**src/rtl/uart_rx_param.sv**
```systemverilog
// Parameterised UART receiver: two-flop synchronised input, 3-sample majority vote
// per bit around the bit midpoint, optional parity and one or two checked stop bits.
module uart_rx_param #(
    parameter int DATA_BITS    = 8,
    parameter int CLKS_PER_BIT = 868,
    parameter int PARITY       = 0,
    parameter int STOP_BITS    = 1
) (
    input  logic                 clock100,
    input  logic                 reset,
    input  logic                 rx,
    output logic [DATA_BITS-1:0] data,
    output logic                 send,
    output logic                 fe,
    output logic                 pe,
    output logic                 busy
);

    localparam int CNT_W = $clog2(CLKS_PER_BIT);
    localparam int MID   = CLKS_PER_BIT / 2;

    localparam logic [CNT_W-1:0] SAMP_A   = CNT_W'(MID - 1);
    localparam logic [CNT_W-1:0] SAMP_B   = CNT_W'(MID);
    localparam logic [CNT_W-1:0] SAMP_C   = CNT_W'(MID + 1);
    localparam logic [CNT_W-1:0] CNT_LAST = CNT_W'(CLKS_PER_BIT - 1);
    localparam logic [3:0]       IDX_DLAST = 4'(DATA_BITS - 1);
    localparam logic [3:0]       IDX_SLAST = 4'(STOP_BITS - 1);

    typedef enum logic [2:0] {IDLE, START, DATA, PAR, STOP} state_t;

    state_t               state_q, state_d;
    logic                 rx_s1_q, rx_s2_q, rx_prev_q;
    logic [CNT_W-1:0]     cnt_q, cnt_d;
    logic [3:0]           idx_q, idx_d;
    logic [1:0]           samp_q, samp_d;
    logic [DATA_BITS-1:0] shift_q, shift_d;
    logic                 par_q, par_d;
    logic                 fe_acc_q, fe_acc_d;
    logic [DATA_BITS-1:0] data_q, data_d;
    logic                 send_q, send_d;
    logic                 fe_q, fe_d;
    logic                 pe_q, pe_d;

    logic fall;
    logic vote;
    logic at_vote;
    logic at_end;
    logic pe_calc;

    assign fall    = rx_prev_q & ~rx_s2_q;
    assign vote    = (samp_q[0] & samp_q[1]) | (samp_q[0] & rx_s2_q) | (samp_q[1] & rx_s2_q);
    assign at_vote = (cnt_q == SAMP_C);
    assign at_end  = (cnt_q == CNT_LAST);

    always_comb begin
        pe_calc = 1'b0;
        if (PARITY == 1) begin
            pe_calc = ~(^shift_q ^ par_q);
        end else if (PARITY == 2) begin
            pe_calc = ^shift_q ^ par_q;
        end
    end

    always_ff @(posedge clock100 or posedge reset) begin
        if (reset) begin
            rx_s1_q   <= 1'b1;
            rx_s2_q   <= 1'b1;
            rx_prev_q <= 1'b1;
        end else begin
            rx_s1_q   <= rx;
            rx_s2_q   <= rx_s1_q;
            rx_prev_q <= rx_s2_q;
        end
    end

    always_ff @(posedge clock100 or posedge reset) begin
        if (reset) begin
            state_q  <= IDLE;
            cnt_q    <= '0;
            idx_q    <= '0;
            samp_q   <= '0;
            shift_q  <= '0;
            par_q    <= 1'b0;
            fe_acc_q <= 1'b0;
            data_q   <= '0;
            send_q   <= 1'b0;
            fe_q     <= 1'b0;
            pe_q     <= 1'b0;
        end else begin
            state_q  <= state_d;
            cnt_q    <= cnt_d;
            idx_q    <= idx_d;
            samp_q   <= samp_d;
            shift_q  <= shift_d;
            par_q    <= par_d;
            fe_acc_q <= fe_acc_d;
            data_q   <= data_d;
            send_q   <= send_d;
            fe_q     <= fe_d;
            pe_q     <= pe_d;
        end
    end

    always_comb begin
        state_d  = state_q;
        cnt_d    = at_end ? '0 : cnt_q + CNT_W'(1);
        idx_d    = idx_q;
        samp_d   = samp_q;
        shift_d  = shift_q;
        par_d    = par_q;
        fe_acc_d = fe_acc_q;
        data_d   = data_q;
        send_d   = 1'b0;
        fe_d     = fe_q;
        pe_d     = pe_q;

        if (cnt_q == SAMP_A) samp_d[0] = rx_s2_q;
        if (cnt_q == SAMP_B) samp_d[1] = rx_s2_q;

        case (state_q)
            IDLE: begin
                cnt_d    = '0;
                idx_d    = '0;
                fe_acc_d = 1'b0;
                // The detection cycle is bit offset 0, so the counter resumes at 1.
                if (fall) begin
                    state_d = START;
                    cnt_d   = CNT_W'(1);
                end
            end
            START: begin
                if (at_vote && vote) begin
                    state_d = IDLE;
                end else if (at_end) begin
                    state_d = DATA;
                    idx_d   = '0;
                end
            end
            DATA: begin
                if (at_vote) shift_d = {vote, shift_q[DATA_BITS-1:1]};
                if (at_end) begin
                    if (idx_q == IDX_DLAST) begin
                        idx_d   = '0;
                        state_d = (PARITY != 0) ? PAR : STOP;
                    end else begin
                        idx_d = idx_q + 4'd1;
                    end
                end
            end
            PAR: begin
                if (at_vote) par_d = vote;
                if (at_end) begin
                    state_d = STOP;
                    idx_d   = '0;
                end
            end
            STOP: begin
                if (at_vote) begin
                    if (idx_q == IDX_SLAST) begin
                        state_d = IDLE;
                        send_d  = 1'b1;
                        data_d  = shift_q;
                        fe_d    = fe_acc_q | ~vote;
                        pe_d    = pe_calc;
                    end else begin
                        fe_acc_d = fe_acc_q | ~vote;
                    end
                end else if (at_end) begin
                    idx_d = idx_q + 4'd1;
                end
            end
            default: state_d = IDLE;
        endcase
    end

    assign data = data_q;
    assign send = send_q;
    assign fe   = fe_q;
    assign pe   = pe_q;
    assign busy = (state_q != IDLE);

endmodule

```
**config.mk**
```make
export PLATFORM = sky130hd
export DESIGN_NAME = uart_rx_param
export DESIGN_NICKNAME = d
export VERILOG_FILES = /design/src/rtl/uart_rx_param.sv
export SDC_FILE = /design/constraint.sdc
export NUM_CORES = 1
export LEC_CHECK = 0
export ABC_AREA = 1
export CAP_MARGIN = 0
export CORE_MARGIN = 2
export CORE_UTILIZATION = 35
export DETAILED_ROUTE_END_ITERATION = 6
export PLACE_DENSITY_LB_ADDON = 0.2
export SLEW_MARGIN = 20
export SYNTH_ARGS = -nofsm -noshare
export SYNTH_HDL_FRONTEND = slang
export SYNTH_SLANG_ARGS = --single-unit
```
**constraint.sdc**
```tcl
create_clock -name clock100 -period 2.8 [get_ports clock100]
set_input_delay 0.42 -clock clock100 [delete_from_list [all_inputs] [get_ports clock100]]
set_output_delay 0.42 -clock clock100 [all_outputs]
set_load 0.03 [all_outputs]
```
# Word level (Yosys, flattened, before mapping)
# Index checks and enable logic that the tools add are counted.
dict set report op_classes {
  eq_ne 20
  muxes 25
  n_reduce_logical 11
  bitwise 9
  n_addsub 2
}
# op count
set op_table {}
lappend op_table {{$eq A10 B9 Y1 const B} 3}
lappend op_table {{$mux W3} 8}
lappend op_table {{$mux W4} 6}
lappend op_table {{$mux W10} 2}
lappend op_table {{$ne A2 B2 Y1 const B} 10}
lappend op_table {{$pmux W4 S5} 1}
lappend op_table {{$pmux W3 S5} 1}
lappend op_table {{$add A10 B1 Y10 const B} 1}
lappend op_table {{$eq A10 B10 Y1 const B} 1}
lappend op_table {{$reduce_and A7 Y1} 1}
lappend op_table {{$eq A3 B2 Y1 const B} 2}
lappend op_table {{$mux W1} 6}
lappend op_table {{$reduce_and A3 Y1} 2}
lappend op_table {{$reduce_and A5 Y1} 1}
lappend op_table {{$reduce_bool A5 Y1} 1}
lappend op_table {{$add A4 B1 Y4 const B} 1}
lappend op_table {{$and A1 B1 Y1} 4}
lappend op_table {{$eq A4 B3 Y1 const B} 1}
lappend op_table {{$logic_not A4 Y1} 1}
lappend op_table {{$eq A3 B1 Y1 const B} 1}
lappend op_table {{$eq A3 B3 Y1 const B} 1}
lappend op_table {{$logic_not A3 Y1} 1}
lappend op_table {{$ne A3 B3 Y1 const B} 1}
lappend op_table {{$or A1 B1 Y1} 3}
lappend op_table {{6 further kinds} 7}
dict set report totals {
  regBits 41
  in_bits 3
  elab_cells 80
  out_inout_bits 12
}

# Longest topological paths before layout
dict set report logic_depth {
  depth_word 8
  depth_mapped 11
  depth_no_buf 11
}

# Least setup slack after synthesis
# Ideal clock, no wire load.
dict set report synth_path {
  path_kind {register to register}
  from {reg cnt_q[0]}
  to {reg data_q[4], in the netlist data[4]}
  path_stages_with_launch 10
  synth_period_minus_slack_ns 1.485
  n_path_buf 1
  t_arrival_ns 1.367
  setup_time_ns 0.118
  required_ns 2.682
  setup_slack_ns 1.315
  cell_sequence {dfrtp_1 ha_1 nand2_1 nor2_2 nand2_2 nor2_4 inv_4 buf_12 nand2_2 o21ai_2}
}
dict set report synth_between {
  elab_chain_len 2
}
# element line
set synth_lines {}
lappend synth_lines {{from (decl)} 33} ;# logic [CNT_W-1:0] cnt_q, cnt_d;
lappend synth_lines {{from (signal assigned)} 91} ;# cnt_q <= cnt_d;
lappend synth_lines {{$eq A10 B9 Y1} 52} ;# assign at_vote = (cnt_q == SAMP_C);
lappend synth_lines {{$reduce_and A3 Y1 (no source line)} n/a}
lappend synth_lines {{to (signal assigned)} 97} ;# data_q <= data_d;
lappend synth_lines {{to (decl)} 39} ;# logic [DATA_BITS-1:0] data_q, data_d;
# Every way passes these cells.
# A chain may end at the register's enable or synchronous reset.

# Worst setup path in the final report
dict set report layout_path {
  from {reg state_q[1]}
  to {out busy}
}
dict set report layout_between {
  elab_chain_len 1
}
# element line
set layout_lines {}
lappend layout_lines {{from (decl)} 31} ;# state_t state_q, state_d;
lappend layout_lines {{from (signal assigned)} 90} ;# state_q <= state_d;
lappend layout_lines {{$reduce_bool A3 Y1} 180} ;# assign busy = (state_q != IDLE);
lappend layout_lines {{to (decl)} 16} ;# output logic busy
# Every way passes these cells.

==> impl_results.md <==
* Tmin final at 2.336 ns
* Die W at 81.78 um
* Cells after synthesis at 252
* CP Capture Type: primary output
* Final net count at 278
* Largest net degree at the start of global routing at 42
* Most common flop cell mapped by yosys: dfrtp_1
* Post-route cell area at 2401 um2
* Placed Instances at 338
* Layout Skew at 0.008395 ns
* Stages on the worst setup path at 5
* DRT antenna net count at 0
* HPWL after DPL at 2777 um
* Final Hold Fails at 0
* R2R depth at 10
* DR vias at 1577
* Post-CTS Repair Setup Buffers at 0
* # diodes at 0
* Share of layout cells above drive strength 1 at 0.1439
* Layout area overhead at 13.42%
* Critical Path Most Common Cell: inv_1
* CTS Hold Buffers Added at 0
* Syn_nets at 260
* Synth area leaders: dfrtp_1 (45%), nand2_1 (10%), inv_1 (6.0%), nand3_1 (4.7%), nor2_1 (4.4%)
* Iteration count of the initial detailed-routing pass at 4
* Final Wtd Congestion at 0.8316
* Synth cell types at 29
* Post-synth EDFFs at 0
* Rel. slew slack at 0.6215
* Io pins at 15
* 1st-iter DRT viols at 94
* Clk sinks at 41
* Yosys warnings at 0
* CP endpoint: busy
* Vias/cell at 4.558
* Worst reg2reg path endpoint: state_q[0]$_DFFE_PP0P_
* Post-Syn Area per Cell at 8.401 um2
* Tightest Hold Check Type: reg2reg
* Reg2reg start: cnt_q[0]$_DFF_PP0_
* Starting Density at 0.3597
* Vias in the first global route at 1502
* Global-route wire length before repair at 6575 um
* Routed len/inst at 10.73 um
* Yosys top cell area share at 0.4492
* Drt total wl at 3711 um
* Setup TNS at 0 ns
* Finish-stage setup viols at 0
* Worst-case clock buffer depth at 2
* R2r setup slk at 1.12 ns
* Max-slew violation count at 0
* FF+latch count, synth at 41
* Worst hold slack at 0.3575 ns
* FILL cells at 598
* PD cells at 535.3 nW/um2
* Cell row count at 28
* CTS buffer count at 5
* Peak VDD IR at 0.3594 mV
* Antenna violations before repair at 0
* RSZ-0062 raised after global routing: no
* Max frequency at 0.4282 GHz
* Placement Cell Area at 2316 um2
* Post-cts sizing count at 0
* Setup crit start kind: flip-flop
* Core Util, Final at 0.4080
* Synth area leader: dfrtp_1
* Top-count cell post-synth: nand2_1
* CP bufs+invs at 3
* Fin cells at 346
* Int Pwr at 0.8799 mW
* Total global-route track usage at 0.1283
* Total Power at 1.285 mW
* PortBufs at 13
* Worst skew pair latency at 0.29 ns
* Worst slew pin tran at 0.5635 ns
* CTS H-tree depth at 2
* Comb power frac at 0.201
* Chip Height at 81.78 um
* Post-Synthesis Cell Area at 2117 um2
* CTS root buffer: clkbuf_8
* Switch Pwr at 0.4053 mW
* CP required at 2.38 ns
* Cell Chain, Critical Path: inv_1 > nand2_4 > nor2_1 > inv_1 > clkdlybuf4s50_1
* Commonest cells in the netlist: nand2_1 (59), dfrtp_1 (38), inv_1 (34)
* Max-Cap Viols at 0
* Setup crit start: state_q[1]$_DFFE_PP0P_
* Kind of critical path: reg2out
* DIE AREA at 6687 um2
* Fin worst setup slack at 0.4644 ns
* Pre-CTS setup slack at 0.7830 ns
* WP data arrival at 1.92 ns
* CP max FO at 5
* Slowest cell on the critical path: clkdlybuf4s50_1
* Power share of the clock group at 0.292
* CP peak stage delay at 0.60 ns
* Leakage at 1.106 nW
* Clock slew at reported path FFs at 0.08 ns
* Status: finished, final reports clean
* Seq/Total Area, Yosys at 0.4864
* Multi-input logic area at 899.6 um2
* Net Sw Frac at 0.3154
* CP top delay family: buffers and inverters
* Fraction of registers with async set/reset at 1.000
* CTS tree: yes
* GR Overflow Total at 0
* Number of remaining DRC errors at 0
* Period utilisation layout at 0.8341
* Register area at 1030 um2
* Seq pwr share at 0.507
* Core area at 5886 um2
flip-flops by register name (all words and copies together), names as in the netlist:
signal / count
cnt_q: 10
data: 8
shift_q: 8
idx_q: 4
state_q: 3
samp_q: 2
fe: 1
fe_acc_q: 1
rx_prev_q: 1
rx_s1_q: 1
rx_s2_q: 1
send: 1
logic make-up after synthesis:
kind of cell               count (synthesis)  synth area share
DFF                                       41            0.4864
buffers and inverters                     43           0.08865
adders and majority gates                  5           0.02955
AOI/OAI and AO/OA                         28           0.09043
xor gates and xnor gates                   5           0.02069
other                                      1          0.001771
and+or+nand+nor                          129            0.2825
power by group through the flow:
stage	Clock, mW	Combinational (mW)	Sequential (mW)
2_1_floorplan	0	0.199	0.656
3_3_place_gp	0	0.258	0.662
3_5_place_dp	0	0.260	0.663
4_1_cts	0.395	0.261	0.651
5_1_grt	0.419	0.290	0.655
6_report	0.376	0.258	0.651
metal layers:
metal,global-route usage,up-vias,wire (um)
met3,0.03297,8,129
met1,0.1659,722,1816
met4,0.06833,0,80
met2,0.1967,23,1684
li1,-,824,-
met5,0,-,0
cell type report:
type / instances / area share
clock buffers: 7 / 0.03179
clock inverters: 1 / 0.003648
inverters: 40 / 0.06462
multi-input cells: 168 / 0.3747
flip-flops and latches: 41 / 0.4289
well taps: 75 / 0.03908
repair buffers: 14 / 0.05732
how the worst min path moves through the flow:
stage | from | end | slack [ns] | cells past startpoint
2_1_floorplan | rx_s1_q$_DFF_PP1_ | rx_s2_q$_DFF_PP1_ | 0.35 | 0
5_1_grt | rx_s1_q$_DFF_PP1_ | rx_s2_q$_DFF_PP1_ | 0.37 | 0
4_1_cts | rx_s1_q$_DFF_PP1_ | rx_s2_q$_DFF_PP1_ | 0.36 | 0
3_3_place_gp | rx_s1_q$_DFF_PP1_ | rx_s2_q$_DFF_PP1_ | 0.35 | 0
3_5_place_dp | rx_s1_q$_DFF_PP1_ | rx_s2_q$_DFF_PP1_ | 0.35 | 0
6_report | rx_s1_q$_DFF_PP1_ | rx_s2_q$_DFF_PP1_ | 0.36 | 0
layout by cell type (no fill, tap or decap):
| cell type | netlist | routed |
|---|---|---|
| nand2_1 | 59 | 59 |
| dfrtp_1 | 38 | 38 |
| inv_1 | 34 | 34 |
| nor2_1 | 25 | 25 |
| nand3_1 | 20 | 20 |
| clkdlybuf4s50_1 | 0 | 13 |
| o21ai_0 | 12 | 12 |
| o21ai_2 | 8 | 8 |
| nor3_1 | 8 | 8 |
| a21oi_1 | 5 | 5 |
| ha_1 | 5 | 5 |
| clkbuf_8 | 0 | 5 |
| nor2_2 | 4 | 4 |
| nand2_2 | 4 | 4 |
| inv_2 | 4 | 4 |
| nor2_4 | 3 | 3 |
| xor2_1 | 3 | 3 |
| dfstp_2 | 3 | 3 |
| inv_4 | 2 | 2 |
| xnor2_1 | 2 | 2 |
| nor3b_1 | 2 | 2 |
| nand4_1 | 2 | 2 |
| clkbuf_1 | 0 | 2 |
| nand2_4 | 1 | 1 |
| nor2_8 | 1 | 1 |
| a21oi_2 | 1 | 1 |
| o31ai_4 | 1 | 1 |
| a31oi_1 | 1 | 1 |
| conb_1 | 1 | 1 |
| clkinv_4 | 0 | 1 |
| buf_4 | 1 | 1 |
Note: power is estimated with default switching activity, not from simulation.
